==> config.mk <==
export PLATFORM = sky130hd
export DESIGN_NAME = shift_add_mult_ctrl
export DESIGN_NICKNAME = d
export VERILOG_FILES = /design/src/rtl/shift_add_mult_ctrl.sv
export SDC_FILE = /design/constraint.sdc
export NUM_CORES = 1
export LEC_CHECK = 0
export CAP_MARGIN = 20
export CELL_PAD_IN_SITES_DETAIL_PLACEMENT = 1
export CELL_PAD_IN_SITES_GLOBAL_PLACEMENT = 1
export CORE_MARGIN = 10
export CORE_UTILIZATION = 29
export CTS_BUF_LIST = sky130_fd_sc_hd__clkbuf_16
export DETAILED_ROUTE_END_ITERATION = 16
export GPL_TIMING_DRIVEN = 0
export PLACE_DENSITY_LB_ADDON = 0.1
export SLEW_MARGIN = 40
export SYNTH_ARGS = -nofsm -noshare
export SYNTH_HDL_FRONTEND = slang
export SYNTH_SLANG_ARGS = --single-unit
==> constraint.sdc <==
create_clock -name clk -period 1.45 [get_ports clk]
set_input_delay 0.29 -clock clk [delete_from_list [all_inputs] [get_ports clk]]
set_output_delay 0.29 -clock clk [all_outputs]
set_load 0.02 [all_outputs]
==> src/rtl/shift_add_mult_ctrl.sv <==
// Sequencing controller for a shift-and-add multiplier: walks the multiplier one bit
// per iteration, exits early once it is zero, and drives falling-edge-registered strobes.
module shift_add_mult_ctrl #(
    parameter int N  = 16,
    parameter int CW = 5
) (
    input  logic          clk,
    input  logic          rst,
    input  logic          start,
    input  logic          mplr_lsb,
    input  logic          mplr_zero,
    output logic          ld_mcand,
    output logic          ld_mplr,
    output logic          shift_en,
    output logic          acc_clr,
    output logic          acc_ld,
    output logic          busy,
    output logic          done,
    output logic [CW-1:0] count,
    output logic [2:0]    state_dbg
);

    // Handshake: start is a request sampled only in IDLE (no ready signal; it is ignored
    // while busy). done is a one-cycle pulse in the DONE state marking a valid product.
    typedef enum logic [2:0] {
        S_IDLE  = 3'd0,
        S_LOAD  = 3'd1,
        S_TEST  = 3'd2,
        S_ADD   = 3'd3,
        S_SHIFT = 3'd4,
        S_DONE  = 3'd5
    } state_t;

    localparam logic [CW-1:0] N_CNT = CW'(N);

    state_t state;
    state_t state_next;
    logic   ld_mcand_d;
    logic   ld_mplr_d;
    logic   shift_en_d;
    logic   acc_clr_d;
    logic   acc_ld_d;

    always_ff @(posedge clk or negedge rst) begin
        if (!rst) begin
            state <= S_IDLE;
            count <= '0;
        end else begin
            state <= state_next;
            if (state == S_LOAD)
                count <= '0;
            else if (state == S_SHIFT && count != N_CNT)
                count <= count + 1'b1;
        end
    end

    always_comb begin
        state_next = state;
        ld_mcand_d = 1'b0;
        ld_mplr_d  = 1'b0;
        shift_en_d = 1'b0;
        acc_clr_d  = 1'b0;
        acc_ld_d   = 1'b0;
        case (state)
            S_IDLE: begin
                if (start)
                    state_next = S_LOAD;
            end
            S_LOAD: begin
                ld_mcand_d = 1'b1;
                ld_mplr_d  = 1'b1;
                shift_en_d = 1'b1;
                acc_clr_d  = 1'b1;
                state_next = S_TEST;
            end
            S_TEST: begin
                if (count == N_CNT || mplr_zero)
                    state_next = S_DONE;
                else if (mplr_lsb)
                    state_next = S_ADD;
                else
                    state_next = S_SHIFT;
            end
            S_ADD: begin
                acc_ld_d   = 1'b1;
                state_next = S_SHIFT;
            end
            S_SHIFT: begin
                shift_en_d = 1'b1;
                state_next = S_TEST;
            end
            S_DONE: begin
                state_next = S_IDLE;
            end
            default: begin
                state_next = S_IDLE;
            end
        endcase
    end

    // Strobes change only on the falling edge so they are stable across the whole high
    // phase; the gated datapath clock then fires on the rising edge that ends the state.
    always_ff @(negedge clk or negedge rst) begin
        if (!rst) begin
            ld_mcand <= 1'b0;
            ld_mplr  <= 1'b0;
            shift_en <= 1'b0;
            acc_clr  <= 1'b0;
            acc_ld   <= 1'b0;
        end else begin
            ld_mcand <= ld_mcand_d;
            ld_mplr  <= ld_mplr_d;
            shift_en <= shift_en_d;
            acc_clr  <= acc_clr_d;
            acc_ld   <= acc_ld_d;
        end
    end

    assign busy      = (state != S_IDLE);
    assign done      = (state == S_DONE);
    assign state_dbg = state;

endmodule

## After elaboration in Yosys (flattened, before gate mapping)

Index checks and enable logic that the tools add are counted.

| word-level totals | value |
|---|---|
| input port bits | 5 |
| memories | 0 |
| ROM bits | 0 |
| register bits after elaboration | 11 |
| bits in latches | 0 |
| bits in writable memories | 0 |

| operators by class | value |
|---|---|
| $lt $le $gt $ge | 0 |
| bitwise logic cells | 0 |
| divide/modulo/power cells | 0 |
| $mul | 0 |
| mux-type cells | 9 |
| $add $sub $neg | 1 |
| reductions and logical operators | 6 |
| equality and inequality tests | 8 |
| shifts and indexed selects | 0 |

Operator list:

| kind | count |
|---|---|
| case mux 3 bit (4 select lines) | 1 |
| 2-to-1 mux 5 bit | 2 |
| 2-to-1 mux 3 bit | 3 |
| equality test 3 x 2 -> 1 bit, second input constant | 2 |
| equality test 3 bit, second input constant | 2 |
| adder 5 x 1 -> 5 bit, second input constant | 1 |
| equality test 5 bit, second input constant | 1 |
| != test 5 bit, second input constant | 1 |
| equality test 3 x 1 -> 1 bit, second input constant | 1 |
| logical NOT 3 bit | 1 |
| 2-to-1 mux 1 bit | 3 |
| nonzero test 3 bit | 1 |
| != test 2 bit, second input constant | 1 |
| nonzero test 2 bit | 1 |
| OR reduction 2 bit | 1 |
| logical AND 1 bit | 1 |
| logical OR 1 bit | 1 |

## Longest topological paths before layout

Gate-level depths: netlist (run 1).

| logic depth | value |
|---|---|
| depth after elaboration | 4 |
| mapped depth | 5 |
| depth with buffers taken out | 5 |

==> results.tsv, run 1 <==
stage	metric	value	unit
synth	synth_flop_cell	dfrtp_1	
critical_path	r2r_end	shift_en	
layout	layout.nets	115	
clocking	cts-root-buf	clkbuf_16	
floorplanning	core_region_area	0.00198	mm2
layout	drive_gt1_frac	0.664	
synth	async_flop_share	1.00	
routing	ant_nets	0	
synth	synthAdderAreaFrac	0.0407	
grt	antenna_found_initial	0	
synth	avgSynthCellArea	10.4	um2
critical_path	critPathLaunchType	flip-flop	
run	max_cap_viol_count	0	
layout	utilization	0.659	
critical_path	critical_path_class	reg -> out	
clocking	hold_buffers	0	
grt	grt_pass1_vias	721	
synth	synth_top_family_by_area	simple AND/OR/NAND/NOR gates	
floorplanning	start_util	0.310	
floorplanning	fp-row-count	16	
layout	area_growth	113	%
sta	setup_viol	13	
sta	fin_setup_tns	-2810	ps
layout	final_cell_mix	buf_4, buf_6, dlygate4sd2_1, dfrtp_2, nand2_1	
layout	final_cells	134	
grt	track_usage	0.114	
routing	routed_wl	2.91	mm
placed_design	io_buffer_count	19	
clocking	cts_tree	done	
synth	synth_seq_cells	11	
routing	drc	0	
placed_design	routabilityCongestion	0.777	
critical_path	reg2reg_from	state_dbg[0]	
floorplanning	die_area	0.00436	mm2
critical_path	reg2regPathDepth	3	
outcome	outcome	complete, but fails checks	
synth	synth_fp_nets	66	
routing	drtIter0Drc	15	
placed_design	placedCellCount	105	
pwr	p_leak	0.594	nW
hold_path	hp-class	in -> async	
floorplanning	die_y	66.0	um
synth	muxShareOfSynthArea	0	
sta	slew_headroom	0.645	
routing	routedWlPerCell	21.7	um
layout	antenna_cells	0	
pwr	power	3.15	mW
routing	firstDrtPassIters	4	
synth	synth_cell_types	32	
synth	syn_area	614	um2
floorplanning	die_w	66.0	um
layout	final_common_cell	buf_4	
placed_design	dpl.hpwl	1.29	mm
synth	synth_compound_area_frac	0.161	
critical_path	required	1160	ps
clocking	clk-insertion-delay-late	280	ps
routing	viasPerCell	5.15	
critical_path	crit_end	ld_mcand	
sta	rsz0062_at_grt	true	
clocking	cts_max_path_buffers	2	
clocking	clkTransAtPathRegs	40	ps
synth	yosysWarnings	0	
sta	hold_viol	0	
outcome	violations	setup timing	
sta	clock_skew	32.2	ps
synth	synth_simple_gate_area_frac	0.255	
sta	worst_pin_slew	531	ps
clocking	cts_sinks	11	
critical_path	reg2reg_slack	-180	ps
grt	gr-total-overflow	0	
critical_path	crit_path_end_kind	output pin	
sta	setup_slack	-483	ps
pwr	max-vdd-ir-drop	0.00138	V
grt	grt_max_degree	12	
clocking	cts_made_buffers	3	
synth	synth-edff-count	0	
grt	grt_pass1_wl	3.73	mm
routing	vias	690	
synth	synth-xor-area-share	0.0143	
synth	synth_cells	59	
synth	yosysSeqAreaShare	0.448	
pwr	power_density	2410	mW/mm2
layout	fillCellCount	186	
critical_path	critical_path.max_fanout	3	
critical_path	crit_arrival	1640	ps
clocking	htreeDepth	1	
sta	drv_slew	0	
critical_path	cp-startpoint	acc_clr	
floorplanning	ios	20	
==> worst min path at each step <==
stage	from	slack, ps	cells past startpoint	endpoint
final	rst	400	1	state_dbg[0]
after global routing	rst	430	1	count[1]
after CTS	rst	430	1	count[2]
after detailed placement	count[0]	580	1	count[0]
after global placement	count[1]	560	2	count[1]
after floorplan	rst	-6	0	count[0]
==> synthesized netlist by cell type (all sizes together) (2+ instances only) <==
library cell	instances	area share
nor2	4	0.024
nor3	3	0.024
o311ai	2	0.029
buf	4	0.051
a21oi	2	0.016
o21ai	2	0.016
nand4bb	2	0.063
inv	4	0.024
ha	2	0.041
dfrtp	8	0.33
dfrtn	3	0.12
or3	2	0.020
nand2	6	0.037
==> stage by stage <==
| step | area, um2 | hold WS, ps | setup slack, ps |
|---|---|---|---|
| 5_1_grt | 1310 | 428 | -526 |
| 4_1_cts | 1150 | 431 | -477 |
| 3_3_place_gp | 870 | 564 | -666 |
| 6_report | 1310 | 398 | -483 |
| 3_5_place_dp | 870 | 582 | -689 |
| 2_1_floorplan | 646 | -5.59 | -254 |
==> cell families after synthesis <==
kind of cell / Yosys count
and+or+nand+nor: 23
AOI/OAI and AO/OA: 13
DFF: 11
buffers and inverters: 9
adders and majority gates: 2
xor gates and xnor gates: 1
==> metal layers <==
layer	share of wire	vias up	global-route usage	wire, um
met3	0.045	7	0.0271	131
li1	-	311	-	-
met4	0.024	0	0.0628	70
met5	0	-	0	0
met2	0.53	18	0.196	1530
met1	0.40	354	0.125	1180
==> flip-flops by register name, summed over array words and instances, names as in the netlist <==
signal	flops
acc_clr	1
acc_ld	1
shift_en	1
state_dbg	3
count	5
==> worst max-delay path, cell delays in order, from the launching register on <==
cell	delay [ps]
dfrtn_1	420
buf_4	120
buf_6	110
==> report_power, final <==
| part | internal (mW) | leakage [nW] | switching (mW) |
|---|---|---|---|
| Sequential | 0.428 | 0.137 | 0.106 |
| Clock | 0.364 | 0.0423 | 0.155 |
| Combinational | 1.10 | 0.415 | 1.00 |
==> area by class of cell <==
type	count	area, um2	share of cell area
Sequential cell	11	283	0.216
Clock buffer	3	75.1	0.0575
Inverter	4	30.0	0.0230
Multi-Input combinational cell	39	414	0.317
Timing Repair Buffer	44	402	0.307
Buffer	5	65.1	0.0498
Clock inverter	1	3.75	0.00287
Tap cell	27	33.8	0.0259
==> repair_timing <==
action / in CTS / in global routing
setup endpoints to repair: 21 / 18
pin swaps: 11 / 9
setup buffers: 16 / 9
gates resized for setup: 69 / 19
Note: power is estimated with default switching activity, not from simulation.
==> inputs of run 2 (changes only) <==
- CTS_CLUSTER_SIZE: default -> 28
==> results of run 2 <==
Final layout, timing and power as in run 1 (identical DEF).
==> inputs of run 3 (changes only) <==
- CORE_UTILIZATION: 29 -> 38
- DONT_BUFFER_PORTS: default -> 1
==> run 3 against run 2 <==
  * The flow still finishes with violations (setup timing)
  * Clock-buffer cell count is the same
  * Final area decreased by 21%
  * Power is 18% lower
  * Highest routed layer unchanged
==> results.tsv, run 3 (synthesized netlist as in run 1, its figures left out) <==
stage	metric	value	unit
critical_path	worstPathCellList	buf_6	
critical_path	required	1160	ps
pwr	p_clk_frac	0.198	
layout	utilization	0.680	
routing	routed_wl	2.01	mm
sta	clock_skew	33.7	ps
clocking	htreeDepth	1	
critical_path	critical_path.max_fanout	3	
pwr	internal-power	1.52	mW
placed_design	routabilityCongestion	0.742	
floorplanning	start_util	0.403	
layout	top_register	count	
pwr	pwr-share-comb	0.530	
sta	setup_slack	-576	ps
critical_path	cpMaxStageDelayCell	dfrtn_1	
floorplanning	die_w	60.2	um
floorplanning	die_y	60.2	um
routing	drc	0	
grt	grt_max_degree	9	
layout	final_cell_mix	buf_6, buf_4, nand2_1, dfrtp_2	
outcome	violations	setup timing	
critical_path	critical_path_class	reg -> out	
grt	grt_pass1_vias	601	
floorplanning	die_area	0.00362	mm2
grt	grt_pass1_wl	3.15	mm
placed_design	pre_cts_slack	-321	ps
run	max_cap_viol_count	0	
sta	drv_slew	0	
pwr	max-vdd-ir-drop	0.00149	V
critical_path	critPathTopFamily	flip-flops	
clocking	clk-insertion-delay-late	270	ps
layout	fin_area	0.00104	mm2
pwr	switching_share	0.413	
critical_path	crit_path_end_kind	output pin	
pwr	p_leak	0.424	nW
grt	antenna_found_initial	0	
placed_design	placed_cell_area	666	um2
clocking	cts_tree	done	
grt	track_usage	0.121	
clocking	cts_sinks	11	
layout	fillCellCount	152	
pwr	switching_power	1.06	mW
layout	largest_register_ffs	5	
critical_path	crit_arrival	1740	ps
layout	antenna_cells	0	
placed_design	io_buffer_count	0	
floorplanning	ios	20	
layout	drive_gt1_frac	0.641	
sta	slew_headroom	0.702	
critical_path	worst_path_largest_cell_delay	570	ps
routing	routedWlPerCell	21.4	um
clocking	cts-root-buf	clkbuf_16	
outcome	outcome	complete, but fails checks	
sta	setup_viol	15	
sta	worst_pin_slew	448	ps
sta	hold_viol	0	
pwr	seqPwrFrac	0.272	
routing	ant_nets	0	
sta	rsz0062_at_grt	true	
clocking	clkTransAtPathRegs	40	ps
routing	viasPerCell	5.80	
pwr	power_density	2490	mW/mm2
floorplanning	fp-row-count	14	
layout	area_growth	68.6	%
routing	drtIter0Drc	5	
critical_path	path_buf_inv	1	
clocking	cts_max_path_buffers	2	
grt	gr-total-overflow	0	
routing	firstDrtPassIters	4	
critical_path	critPathLaunchType	flip-flop	
hold_path	hp-class	in -> reg	
floorplanning	core_region_area	0.00152	mm2
routing	vias	545	
layout	layout.nets	86	
clocking	cts_made_buffers	3	
layout	final_common_cell	buf_6	
placed_design	dpl.hpwl	1.20	mm
==> run 3: cell type report <==
cell class                 instances  area, um2  area share
clock inverter                     1       3.75     0.00362
tap                               16       20.0      0.0193
multi-input combinational         39        413       0.399
sequential                        11        282       0.272
timing repair buffer              15        145       0.140
clock buffer                       3       75.1      0.0725
inverter                           4       30.0      0.0290
buffer                             5       67.6      0.0652
==> run 3: metrics by stage <==
step / hold WS, ps / instances / TNS [ps] / total power [mW]
after detailed placement: -5.21 / 75 / -2100 / 1.41
after floorplan: -5.59 / 59 / -1220 / 1.25
after CTS: 250 / 90 / -3100 / 2.35
after global placement: -5.21 / 75 / -1950 / 1.39
after global routing: 281 / 94 / -3830 / 2.73
final: 245 / 94 / -3120 / 2.58
==> run 3: worst paths after layout <==
path	startpoint	end	slack (ps)	cells past startpoint
setup reg to reg	state_dbg[2]	shift_en	-220	3
setup / recovery	acc_clr	ld_mplr	-580	1
min in group asynchronous	rst	acc_clr	320	0
max in group asynchronous	rst	state_dbg[2]	700	1
hold reg to reg	count[1]	count[1]	690	2
hold / removal	start	state_dbg[0]	250	2
==> run 3: timing repair <==
| action | 4_1_cts | 5_1_grt |
|---|---|---|
| setup endpoints to repair | 16 | 18 |
| pin swaps | 7 | 14 |
| buffers inserted | 10 | 4 |
| resized for setup | 27 | 16 |
| hold endpoints to repair | 8 | 0 |
| hold buffers | 1 | 0 |
==> run 3: routing by layer <==
| metal | routed length, um | global-route usage | up-vias | share of wire |
|---|---|---|---|---|
| met4 | 61 | 0.0962 | 0 | 0.030 |
| met1 | 823 | 0.137 | 271 | 0.41 |
| met5 | 0 | 0 | - | 0 |
| met2 | 948 | 0.174 | 18 | 0.47 |
| li1 | - | - | 251 | - |
| met3 | 174 | 0.0487 | 5 | 0.087 |
==> run 3: power by group through the flow <==
stage	Sequential, mW	Clock (mW)	Combinational (mW)
after floorplan	0.639	0	0.611
after global placement	0.677	0	0.711
after detailed placement	0.679	0	0.728
after CTS	0.689	0.509	1.15
after global routing	0.726	0.537	1.47
final	0.702	0.510	1.37
